$ cat config.mk
export PLATFORM = sky130hd
export DESIGN_NAME = key_conditioner
export DESIGN_NICKNAME = d
export VERILOG_FILES = /design/src/rtl/key_conditioner_pkg.sv /design/src/rtl/key_conditioner_channel.sv /design/src/rtl/key_conditioner.sv
export SDC_FILE = /design/constraint.sdc
export NUM_CORES = 1
export LEC_CHECK = 0
export ABC_AREA = 0
export ABC_CLOCK_PERIOD_IN_PS = 9500
export BUFFER_PORTS_ARGS = -buffer_cell sky130_fd_sc_hd__buf_2
export CORE_MARGIN = 1.5
export CORE_UTILIZATION = 60
export DETAILED_ROUTE_END_ITERATION = 7
export PLACE_DENSITY = 0.74
export REMOVE_ABC_BUFFERS = 1
export SLEW_MARGIN = 20
export SYNTH_ARGS = -nofsm -noshare
export SYNTH_HDL_FRONTEND = slang
export SYNTH_SLANG_ARGS = --single-unit
$ cat constraint.sdc
create_clock -name clk -period 9.5 [get_ports clk]
set_clock_uncertainty 0.15 [all_clocks]
set_input_delay 1.425 -clock clk [delete_from_list [all_inputs] [get_ports clk]]
set_output_delay 1.425 -clock clk [all_outputs]
set_load 0.03 [all_outputs]
$ cat src/rtl/key_conditioner_pkg.sv
// key_conditioner_pkg: shared FSM encoding and 50 MHz board timing constants for the key conditioner.
package key_conditioner_pkg;

    typedef enum logic [1:0] {
        RELEASED     = 2'd0,
        PRESS_WAIT   = 2'd1,
        PRESSED      = 2'd2,
        RELEASE_WAIT = 2'd3
    } key_state_t;

    localparam int BOARD_DEBOUNCE_CYCLES = 500_000;
    localparam int BOARD_REPEAT_CYCLES   = 25_000_000;

    function automatic int count_width(input int debounce, input int rpt);
        return $clog2((debounce > rpt ? debounce : rpt) + 1);
    endfunction

endpackage

$ cat src/rtl/key_conditioner_channel.sv
// key_conditioner_channel: one key -- synchronizer, debounce FSM, repeat timer, registered pulses.
module key_conditioner_channel
    import key_conditioner_pkg::*;
#(
    parameter int DEBOUNCE_CYCLES = BOARD_DEBOUNCE_CYCLES,
    parameter int REPEAT_CYCLES   = BOARD_REPEAT_CYCLES
) (
    input  logic clk,
    input  logic reset,
    input  logic key,
    output logic pressed,
    output logic press_pulse,
    output logic release_pulse,
    output logic repeat_pulse
);

    localparam int CW = count_width(DEBOUNCE_CYCLES, REPEAT_CYCLES);
    localparam logic [CW-1:0] DB_LAST = CW'(DEBOUNCE_CYCLES - 1);
    localparam logic [CW-1:0] RP_LAST = CW'(REPEAT_CYCLES == 0 ? 0 : REPEAT_CYCLES - 1);
    localparam bit RP_ON = REPEAT_CYCLES != 0;

    logic [1:0] sync;
    key_state_t state, state_nxt;
    logic [CW-1:0] cnt, cnt_nxt, rcnt, rcnt_nxt;
    logic held_nxt, rep_nxt;

    always_ff @(posedge clk or posedge reset) begin
        if (reset) begin
            sync          <= '0;
            state         <= RELEASED;
            cnt           <= '0;
            rcnt          <= '0;
            pressed       <= 1'b0;
            press_pulse   <= 1'b0;
            release_pulse <= 1'b0;
            repeat_pulse  <= 1'b0;
        end else begin
            sync          <= {sync[0], ~key};
            state         <= state_nxt;
            cnt           <= cnt_nxt;
            rcnt          <= rcnt_nxt;
            pressed       <= held_nxt;
            press_pulse   <= held_nxt & ~pressed;
            release_pulse <= ~held_nxt & pressed;
            repeat_pulse  <= rep_nxt;
        end
    end

    // Repeat timer advances only in PRESSED, so it freezes while a release is being qualified.
    always_comb begin
        state_nxt = state;
        cnt_nxt   = cnt;
        rcnt_nxt  = rcnt;
        rep_nxt   = 1'b0;
        case (state)
            RELEASED:
                if (sync[1]) begin
                    state_nxt = PRESS_WAIT;
                    cnt_nxt   = '0;
                end
            PRESS_WAIT:
                if (!sync[1]) state_nxt = RELEASED;
                else if (cnt == DB_LAST) begin
                    state_nxt = PRESSED;
                    rcnt_nxt  = '0;
                end else cnt_nxt = cnt + 1'b1;
            PRESSED: begin
                if (!sync[1]) begin
                    state_nxt = RELEASE_WAIT;
                    cnt_nxt   = '0;
                end
                if (RP_ON) begin
                    rep_nxt  = rcnt == RP_LAST;
                    rcnt_nxt = rep_nxt ? '0 : rcnt + 1'b1;
                end
            end
            RELEASE_WAIT:
                if (sync[1]) state_nxt = PRESSED;
                else if (cnt == DB_LAST) state_nxt = RELEASED;
                else cnt_nxt = cnt + 1'b1;
            default: state_nxt = RELEASED;
        endcase
        held_nxt = state_nxt == PRESSED || state_nxt == RELEASE_WAIT;
    end

endmodule

$ cat src/rtl/key_conditioner.sv
// key_conditioner: W independent push-button channels, active-low raw keys to clean levels and pulses.
module key_conditioner
    import key_conditioner_pkg::*;
#(
    parameter int W               = 2,
    parameter int DEBOUNCE_CYCLES = BOARD_DEBOUNCE_CYCLES,
    parameter int REPEAT_CYCLES   = BOARD_REPEAT_CYCLES
) (
    input  logic         clk,
    input  logic         reset,
    input  logic [W-1:0] key,
    output logic [W-1:0] pressed,
    output logic [W-1:0] press_pulse,
    output logic [W-1:0] release_pulse,
    output logic [W-1:0] repeat_pulse
);

    for (genvar i = 0; i < W; i++) begin : g_ch
        key_conditioner_channel #(
            .DEBOUNCE_CYCLES(DEBOUNCE_CYCLES),
            .REPEAT_CYCLES  (REPEAT_CYCLES)
        ) u_ch (
            .clk          (clk),
            .reset        (reset),
            .key          (key[i]),
            .pressed      (pressed[i]),
            .press_pulse  (press_pulse[i]),
            .release_pulse(release_pulse[i]),
            .repeat_pulse (repeat_pulse[i])
        );
    end

endmodule

==> results.toml, run 1 <==
[placement]
post-place-cells = 862
portBuffers = 11
gp_congestion = 0.8425
placed_area_mm2 = 0.006820
hpwl_um = 10070

[floorplanning]
io_pins = 12
initial_core_util_pct = 62.05
die-area_mm2 = 0.01191
rows = 38
coreArea_mm2 = 0.01089
die_height_um = 109.1
die_w_um = 109.1

[clock_tree]
cts_setup_buffers = 0
clock_latency_ns = 0.54
cts.sinks = 116
clk_pin_slew_ns = 0.06
hold_buffers = 0
clk_path_buf_depth = 2
cts-buffers-inserted = 17
cts_tree = "done"
ctsRootBufferMaster = "clkbuf_8"
cts_htree_levels = 4
ctsResizeCount = 0

[setup_path]
required_ns = 9.81
path_max_fanout = 16
start_kind = "flop"
end_kind = "flop"
path_class = "flop to flop"
critPathArrivalTime_ns = 3.42

[synthesis]
postSynth.asyncResetShare_pct = 100.0
netlist_area_mm2 = 0.006756
synth_seq_cells = 116
yosysWarnings = 0
syn_area_per_cell_um2 = 9.094
synthFlopType = "dfrtp_1"
synth-seq-area-share_pct = 42.96
ys_types = 63
synth_edf_count = 0
synthCells = 743

[finish]
area_delta_synth_final_pct = 9.463
multi_input_area_mm2 = 0.003523
stdcell_count = 895
antenna_cells = 0
final_common_cell = "dfrtp_1"
design_area_mm2 = 0.007396
ff_latch_area_mm2 = 0.002903
mostFrequentLayoutCells = "dfrtp_1 (116), nand2_1 (57), a21oi_1 (57)"
final_core_util_pct = 67.93
final_net_count = 760
fillCellCount = 849
drive_gt1_share_pct = 9.536

[worst_hold_path]
hp-class = "flop to flop"

[route]
vias_per_cell = 6.553
ant_nets = 0
finalWirelength_um = 15470
drt_iter0_drc = 547
wl_per_cell_um = 17.28
vias = 5865
dr.pass1.iters = 5
drc = 0

[power]
irDropWorstVdd_uv = 161.6
power.density_mw_per_mm2 = 230.1
p_leak_uw = 0.003089

[sta]
worst_pin_slew_ns = 1.167
hold_violations = 0
min_period_over_period_pct = 32.72
final-setup-viol-count = 0
period_minus_slack_ns = 3.108
hold_slack_ns = 0.1996
setup_tns_ns = 0
rsz0062_at_grt = "no"
slew_viol_final = 0
slew_headroom_pct = 21.50
max_freq_ghz = 0.3217

[global_route]
grt_antenna_before_repair = 0
grt_pass1_vias = 5572
grt_pass1_wl_um = 26490
overflow = 0
grt.total_usage_pct = 28.55
grt_max_degree = 71

[run_status]
status = "complete, no violations"

[run]
max_cap_violations = 0
==> power breakdown <==
part / switching [µW] / internal, µW
clock network: 227 / 391
logic: 356 / 166
registers: 32.6 / 530
==> stage by stage <==
stage	setup slack, ns	power [µW]
final	6.392	1702
after detailed placement	6.411	1087
after CTS	6.406	1706
after floorplan	4.853	931.2
after global placement	6.455	1067
after global routing	6.018	1796
==> critical path, stage by stage, from the launching register on <==
cell and delay, ns:
dfrtp_1 0.43, nor4b_1 0.46, nand4_1 0.58, o211ai_1 1.03, o21ai_0 0.22, a21oi_1 0.16
==> registers in the layout, summed over array words and instances, names as in the netlist <==
name / cells
g_ch.u_ch.cnt: 50
g_ch.u_ch.press_pulse: 2
g_ch.u_ch.pressed: 2
g_ch.u_ch.rcnt: 50
g_ch.u_ch.release_pulse: 2
g_ch.u_ch.repeat_pulse: 2
g_ch.u_ch.state: 4
g_ch.u_ch.sync: 4
==> logic make-up (layout without fill, tap and decap cells) <==
group | count (synthesis) | count (layout) | synth area share [%]
AOI/OAI and AO/OA | 204 | 204 | 20.09
xor gates and xnor gates | 16 | 16 | 2.074
adders and majority gates | 14 | 14 | 2.593
buffers and inverters | 69 | 81 | 4.889
DFF | 116 | 116 | 42.96
muxes | 8 | 8 | 1.259
and+or+nand+nor | 316 | 316 | 26.13
==> layer usage <==
layer,track usage [%],up-vias,wire (µm)
met3,7.412,25,789
met5,0,-,0
li1,-,2796,-
met1,36.75,2862,6956
met2,46.47,182,7476
met4,10.15,0,247
==> area by class of cell <==
type	instances	area share, %
multi-input cells	558	47.64
flip-flops and latches	116	39.25
clock buffers	22	6.260
well taps	140	2.368
inverters	31	1.607
repair buffers	18	1.455
clock inverters	10	1.421
==> cells in the mapped netlist (6+ instances only) <==
master / number / share of area, %
a211oi_1: 6 / 0.67
a21o_1: 11 / 1.2
a21oi_1: 57 / 4.2
a22o_1: 13 / 1.7
and2_1: 12 / 1.1
and3_1: 17 / 1.6
and4_1: 12 / 1.6
buf_4: 8 / 0.89
clkbuf_1: 23 / 1.3
dfrtp_1: 116 / 43
ha_1: 14 / 2.6
inv_1: 31 / 1.7
nand2_1: 57 / 3.2
nand3_1: 37 / 2.7
nand4_1: 22 / 2.0
nor2_1: 51 / 2.8
nor4_1: 18 / 1.7
nor4b_1: 8 / 1.0
o211ai_1: 13 / 1.4
o21ai_0: 43 / 3.2
o31ai_1: 19 / 2.1
or2_2: 7 / 0.65
or3_1: 26 / 2.4
or4_1: 25 / 2.8
xnor2_1: 6 / 0.78
xor2_1: 10 / 1.3
==> worst paths after layout <==
check | cells after the start | end | from | slack, ns
max in group asynchronous | 3 | g_ch[0].u_ch.cnt[4]$_DFFE_PP0P_ | reset | 7.07
hold / removal | 0 | g_ch[0].u_ch.sync[1]$_DFF_PP0_ | g_ch[0].u_ch.sync[0]$_DFF_PP0_ | 0.20
setup reg to reg | 5 | g_ch[1].u_ch.cnt[8]$_DFFE_PP0P_ | g_ch[1].u_ch.cnt[5]$_DFFE_PP0P_ | 6.39
hold reg to reg | 0 | g_ch[0].u_ch.sync[1]$_DFF_PP0_ | g_ch[0].u_ch.sync[0]$_DFF_PP0_ | 0.20
min in group asynchronous | 2 | g_ch[1].u_ch.rcnt[15]$_DFFE_PP0P_ | reset | 0.80
setup / recovery | 5 | g_ch[1].u_ch.cnt[8]$_DFFE_PP0P_ | g_ch[1].u_ch.cnt[5]$_DFFE_PP0P_ | 6.39
Power figures use the tool's default switching activity.
==> run 2: changes to the inputs <==
Settings changed: ABC_CLOCK_PERIOD_IN_PS 9500 to 3070.
Clock period 9.5 ns to 3.07 ns, I/O delays scaled along.
==> run 2 against run 1 <==
Hold slack worse by 0.0039 ns; critical path depth unchanged; maximum frequency up 6.6%; flip-flop and latch count unchanged; die area unchanged; first-iteration DRC count up 7.9%; largest cell class unchanged; highest routed layer unchanged.
==> results.toml, run 2 (same netlist as run 1, synthesis figures left out) <==
[run_status]
status = "complete, no violations"

[clock_tree]
cts_htree_levels = 4
cts.sinks = 116
cts_tree = "done"
clock_latency_ns = 0.54
clk_path_buf_depth = 2
clk_pin_slew_ns = 0.06
ctsRootBufferMaster = "clkbuf_8"
cts-buffers-inserted = 17

[route]
ant_nets = 0
dr.pass1.iters = 5
drt_iter0_drc = 590
drc = 0
finalWirelength_um = 15260
vias = 5902
vias_per_cell = 6.450
wl_per_cell_um = 16.68

[finish]
final_common_cell = "dfrtp_1"
final_net_count = 780
design_area_mm2 = 0.007528
largest_registers = "g_ch.u_ch.cnt x50, g_ch.u_ch.rcnt x50"
drive_gt1_share_pct = 10.97
mostFrequentLayoutCells = "dfrtp_1 (116), nand2_1 (57), a21oi_1 (57)"
antenna_cells = 0
stdcell_count = 915
area_delta_synth_final_pct = 11.43

[floorplanning]
rows = 38
die_height_um = 109.1
die_w_um = 109.1
initial_core_util_pct = 62.05
die-area_mm2 = 0.01191
io_pins = 12
coreArea_mm2 = 0.01089

[global_route]
grt_antenna_before_repair = 0
grt_pass1_wl_um = 25970
grt_pass1_vias = 5624
grt.total_usage_pct = 27.86
grt_max_degree = 49
overflow = 0

[power]
power.total_uw = 5158
p_clk_share_pct = 33.8
seqPwrFrac_pct = 33.6
combPwrFrac_pct = 32.6
p_sw_uw = 1865
p_leak_uw = 0.003171
irDropWorstVdd_uv = 499.7
power.density_mw_per_mm2 = 685.1
intPower_uw = 3292
netSwitchingFraction_pct = 36.16

[setup_path]
path_max_fanout = 15
r2r-start = "g_ch[0].u_ch.rcnt[7]$_DFFE_PP0P_"
r2r_slack_ns = 0.15
critPathLaunch = "g_ch[0].u_ch.rcnt[7]$_DFFE_PP0P_"
required_ns = 3.34
critPathArrivalTime_ns = 3.19
start_kind = "flop"
path_class = "flop to flop"
end_kind = "flop"
crit_path_end = "g_ch[0].u_ch.rcnt[7]$_DFFE_PP0P_"
r2r-end = "g_ch[0].u_ch.rcnt[7]$_DFFE_PP0P_"
r2r.worst_path.cells = 5

[sta]
slew_headroom_pct = 50.47
slew_viol_final = 0
rsz0062_at_grt = "no"
min_period_over_period_pct = 94.99
max_freq_ghz = 0.3429
setup_tns_ns = 0
final-setup-viol-count = 0
worst_pin_slew_ns = 0.7414
period_minus_slack_ns = 2.916
hold_violations = 0

[placement]
hpwl_um = 10300
gp_congestion = 0.8721
placed_area_mm2 = 0.006960
post-place-cells = 879
portBuffers = 11

[worst_hold_path]
hp-class = "flop to flop"

[run]
max_cap_violations = 0
## run 2: worst min-delay path by stage
stage / start / cells after the start / slack [ns] / endpoint
floorplan: g_ch[0].u_ch.sync[0]$_DFF_PP0_ / 0 / 0.18 / g_ch[0].u_ch.sync[1]$_DFF_PP0_
global route: g_ch[1].u_ch.sync[0]$_DFF_PP0_ / 0 / 0.20 / g_ch[1].u_ch.sync[1]$_DFF_PP0_
global placement: g_ch[1].u_ch.sync[0]$_DFF_PP0_ / 0 / 0.19 / g_ch[1].u_ch.sync[1]$_DFF_PP0_
CTS: g_ch[0].u_ch.sync[0]$_DFF_PP0_ / 0 / 0.20 / g_ch[0].u_ch.sync[1]$_DFF_PP0_
detailed placement: g_ch[1].u_ch.sync[0]$_DFF_PP0_ / 0 / 0.19 / g_ch[1].u_ch.sync[1]$_DFF_PP0_
finish: g_ch[1].u_ch.sync[0]$_DFF_PP0_ / 0 / 0.20 / g_ch[1].u_ch.sync[1]$_DFF_PP0_
## run 2: layout make-up
type                            instances  area [µm²]
Timing Repair Buffer                   38       275.3
Sequential cell                       116        2903
Tap cell                              140       175.2
Clock inverter                          4       20.02
Multi-Input combinational cell        558        3531
Inverter                               31       118.9
Clock buffer                           28       505.5
Fill cell                             827        3359
## run 2: what timing repair did
action,in CTS,in global routing
hold buffers,3,0
endpoints found under the hold margin,48,0
buffers inserted,0,0
gates resized for setup,0,0
## run 2: routing by layer
| layer | vias to the layer above | routed length (µm) | track usage (%) |
|---|---|---|---|
| met5 | - | 0 | 0 |
| met4 | 0 | 278 | 10.15 |
| met3 | 27 | 593 | 6.695 |
| met2 | 149 | 7374 | 45.31 |
| met1 | 2881 | 7011 | 36.16 |
| li1 | 2845 | - | - |
## run 2: metrics by stage
step | hold WS (ns) | setup WS (ns) | utilization, %
finish | 0.1958 | 0.1538 | 69.15
global route | 0.2031 | 0.05507 | 69.15
CTS | 0.1977 | 0.1636 | 69.03
detailed placement | 0.1864 | 0.1786 | 63.93
global placement | 0.1852 | 0.2246 | 63.93
floorplan | 0.1812 | -0.6129 | -
## run 2: worst max-delay path, cell delays in order, from the launching register on
cell and delay [ns]:
dfrtp_1 0.44, or4_1 0.54, or4_4 0.46, o41a_1 0.68
a21o_2 0.28, a22o_2 0.24
## run 2: power by group through the flow
| stage | Combinational, µW | Sequential, µW | Clock, µW |
|---|---|---|---|
| after floorplan | 1080 | 1800 | 0 |
| after global placement | 1580 | 1750 | 0 |
| after detailed placement | 1650 | 1760 | 0 |
| after CTS | 1670 | 1730 | 1770 |
| after global routing | 1860 | 1750 | 1850 |
| final | 1680 | 1730 | 1740 |
==> run 3: changes to the inputs <==
Settings changed: ABC_CLOCK_PERIOD_IN_PS 3070 to 3400.
Clock period 3.07 ns to 3.4 ns, I/O delays scaled along.
==> run 3 against run 2 <==
Combinational power down 10%; first-iteration DRC count decreased by 1.4%; setup slack better by 0.28 ns; die area stayed put; flip-flop and latch count unchanged; register-to-register slack gained 0.28 ns; sequential share of layout area rose by 0.16 points; count of clock-buffer cells in the layout fell by 3; power down 8.5%; wire length decreased by 1.2%; largest cell class unchanged.
==> results.toml, run 3 (same netlist as run 1, synthesis figures left out) <==
[sta]
min_period_over_period_pct = 87.31
slew_headroom_pct = 48.01
hold_slack_ns = 0.1986
hold_violations = 0
rsz0062_at_grt = "no"
max_freq_ghz = 0.3369
worst_pin_slew_ns = 0.7727
final-setup-viol-count = 0
period_minus_slack_ns = 2.969
slew_viol_final = 0

[placement]
gp_congestion = 0.8730
hpwl_um = 10040
portBuffers = 11
placed_area_mm2 = 0.006915
post-place-cells = 873

[floorplanning]
die_w_um = 109.1
die-area_mm2 = 0.01191
rows = 38
io_pins = 12
coreArea_mm2 = 0.01089
die_height_um = 109.1
initial_core_util_pct = 62.05

[setup_path]
start_kind = "flop"
required_ns = 3.71
path_max_fanout = 28
critPathArrivalTime_ns = 3.28
end_kind = "flop"
path_class = "flop to flop"

[finish]
antenna_cells = 0
final_core_util_pct = 68.86
drive_gt1_share_pct = 10.43
stdcell_count = 907
area_delta_synth_final_pct = 10.96
final_common_cell = "dfrtp_1"
mostFrequentLayoutCells = "dfrtp_1 (116), nand2_1 (57), a21oi_1 (57)"
design_area_mm2 = 0.007497
final_net_count = 774
largest_registers = "g_ch.u_ch.cnt x50, g_ch.u_ch.rcnt x50"

[clock_tree]
clk_pin_slew_ns = 0.05
clk_path_buf_depth = 2
cts_tree = "done"
cts_setup_buffers = 0
cts_htree_levels = 4
clock_latency_ns = 0.55
cts-buffers-inserted = 17
cts.sinks = 116
ctsRootBufferMaster = "clkbuf_8"

[run_status]
status = "complete, no violations"

[route]
drt_iter0_drc = 582
ant_nets = 0
drc = 0
wl_per_cell_um = 16.63
finalWirelength_um = 15080
vias = 5763
dr.pass1.iters = 5
vias_per_cell = 6.354

[global_route]
met3_usage_pct = 6.993
grt_pass1_vias = 5411
grt_util_met2_pct = 41.70
gr-max-usage-layer = "met2"
grt_pass1_wl_um = 25440
use_met1_pct = 37.35
grt_max_degree = 62
grt_antenna_before_repair = 0
overflow = 0
grt.total_usage_pct = 27.33

[power]
irDropWorstVdd_uv = 392.3
power.density_mw_per_mm2 = 629.8
p_leak_uw = 0.003148

[worst_hold_path]
hp-class = "flop to flop"

[run]
max_cap_violations = 0
==> run 3: power by group <==
part	switching (µW)	total [µW]	internal [µW]
Sequential	88.8	1570	1480
Combinational	1010	1510	504
Clock	605	1640	1030
==> run 3: final cells by class <==
class	count	area [µm²]
Sequential cell	116	2903
Clock inverter	5	50.05
Fill cell	847	3391
Inverter	31	118.9
Multi-Input combinational cell	558	3533
Clock buffer	25	484.2
Timing Repair Buffer	32	232.7
Tap cell	140	175.2
==> run 3: metal layers <==
layer	vias to the layer above	share of wire, %
met5	-	0
met4	0	1.8
met3	26	4.0
met2	134	46
met1	2762	48
li1	2841	-
==> run 3: worst max-delay path: stages, from the launching register on <==
cell and delay, ns:
dfrtp_1 0.44, or4_1 0.54, nor4_1 0.69, a21oi_4 0.33, buf_4 0.25, or3_1 0.35, a21oi_1 0.14
==> run 3: what timing repair did <==
action | in CTS | in global routing
hold endpoints to repair | 57 | 0
resized for setup | 0 | 0
hold buffers | 3 | 0
==> run 3: path summary, 6_finish.rpt <==
path | slack, ns | cells after the start | end | from
worst max-delay path | 0.43 | 6 | g_ch[0].u_ch.rcnt[22]$_DFFE_PP0P_ | g_ch[0].u_ch.cnt[5]$_DFFE_PP0P_
worst min-delay path | 0.20 | 0 | g_ch[0].u_ch.sync[1]$_DFF_PP0_ | g_ch[0].u_ch.sync[0]$_DFF_PP0_
worst max register to register | 0.43 | 6 | g_ch[0].u_ch.rcnt[22]$_DFFE_PP0P_ | g_ch[0].u_ch.cnt[5]$_DFFE_PP0P_
worst min register to register | 0.20 | 0 | g_ch[0].u_ch.sync[1]$_DFF_PP0_ | g_ch[0].u_ch.sync[0]$_DFF_PP0_
max in group asynchronous | 1.86 | 4 | g_ch[0].u_ch.rcnt[19]$_DFFE_PP0P_ | reset
min in group asynchronous | 0.47 | 3 | g_ch[1].u_ch.rcnt[13]$_DFFE_PP0P_ | reset
==> run 3: metrics by stage <==
step | total power [µW] | setup TNS, ns | setup WS (ns)
6_report | 4722 | 0 | 0.4314
5_1_grt | 4979 | 0 | 0.2444
4_1_cts | 4726 | 0 | 0.4779
3_5_place_dp | 3078 | 0 | 0.4822
3_3_place_gp | 3011 | 0 | 0.5419
2_1_floorplan | 2602 | -38.56 | -0.3324
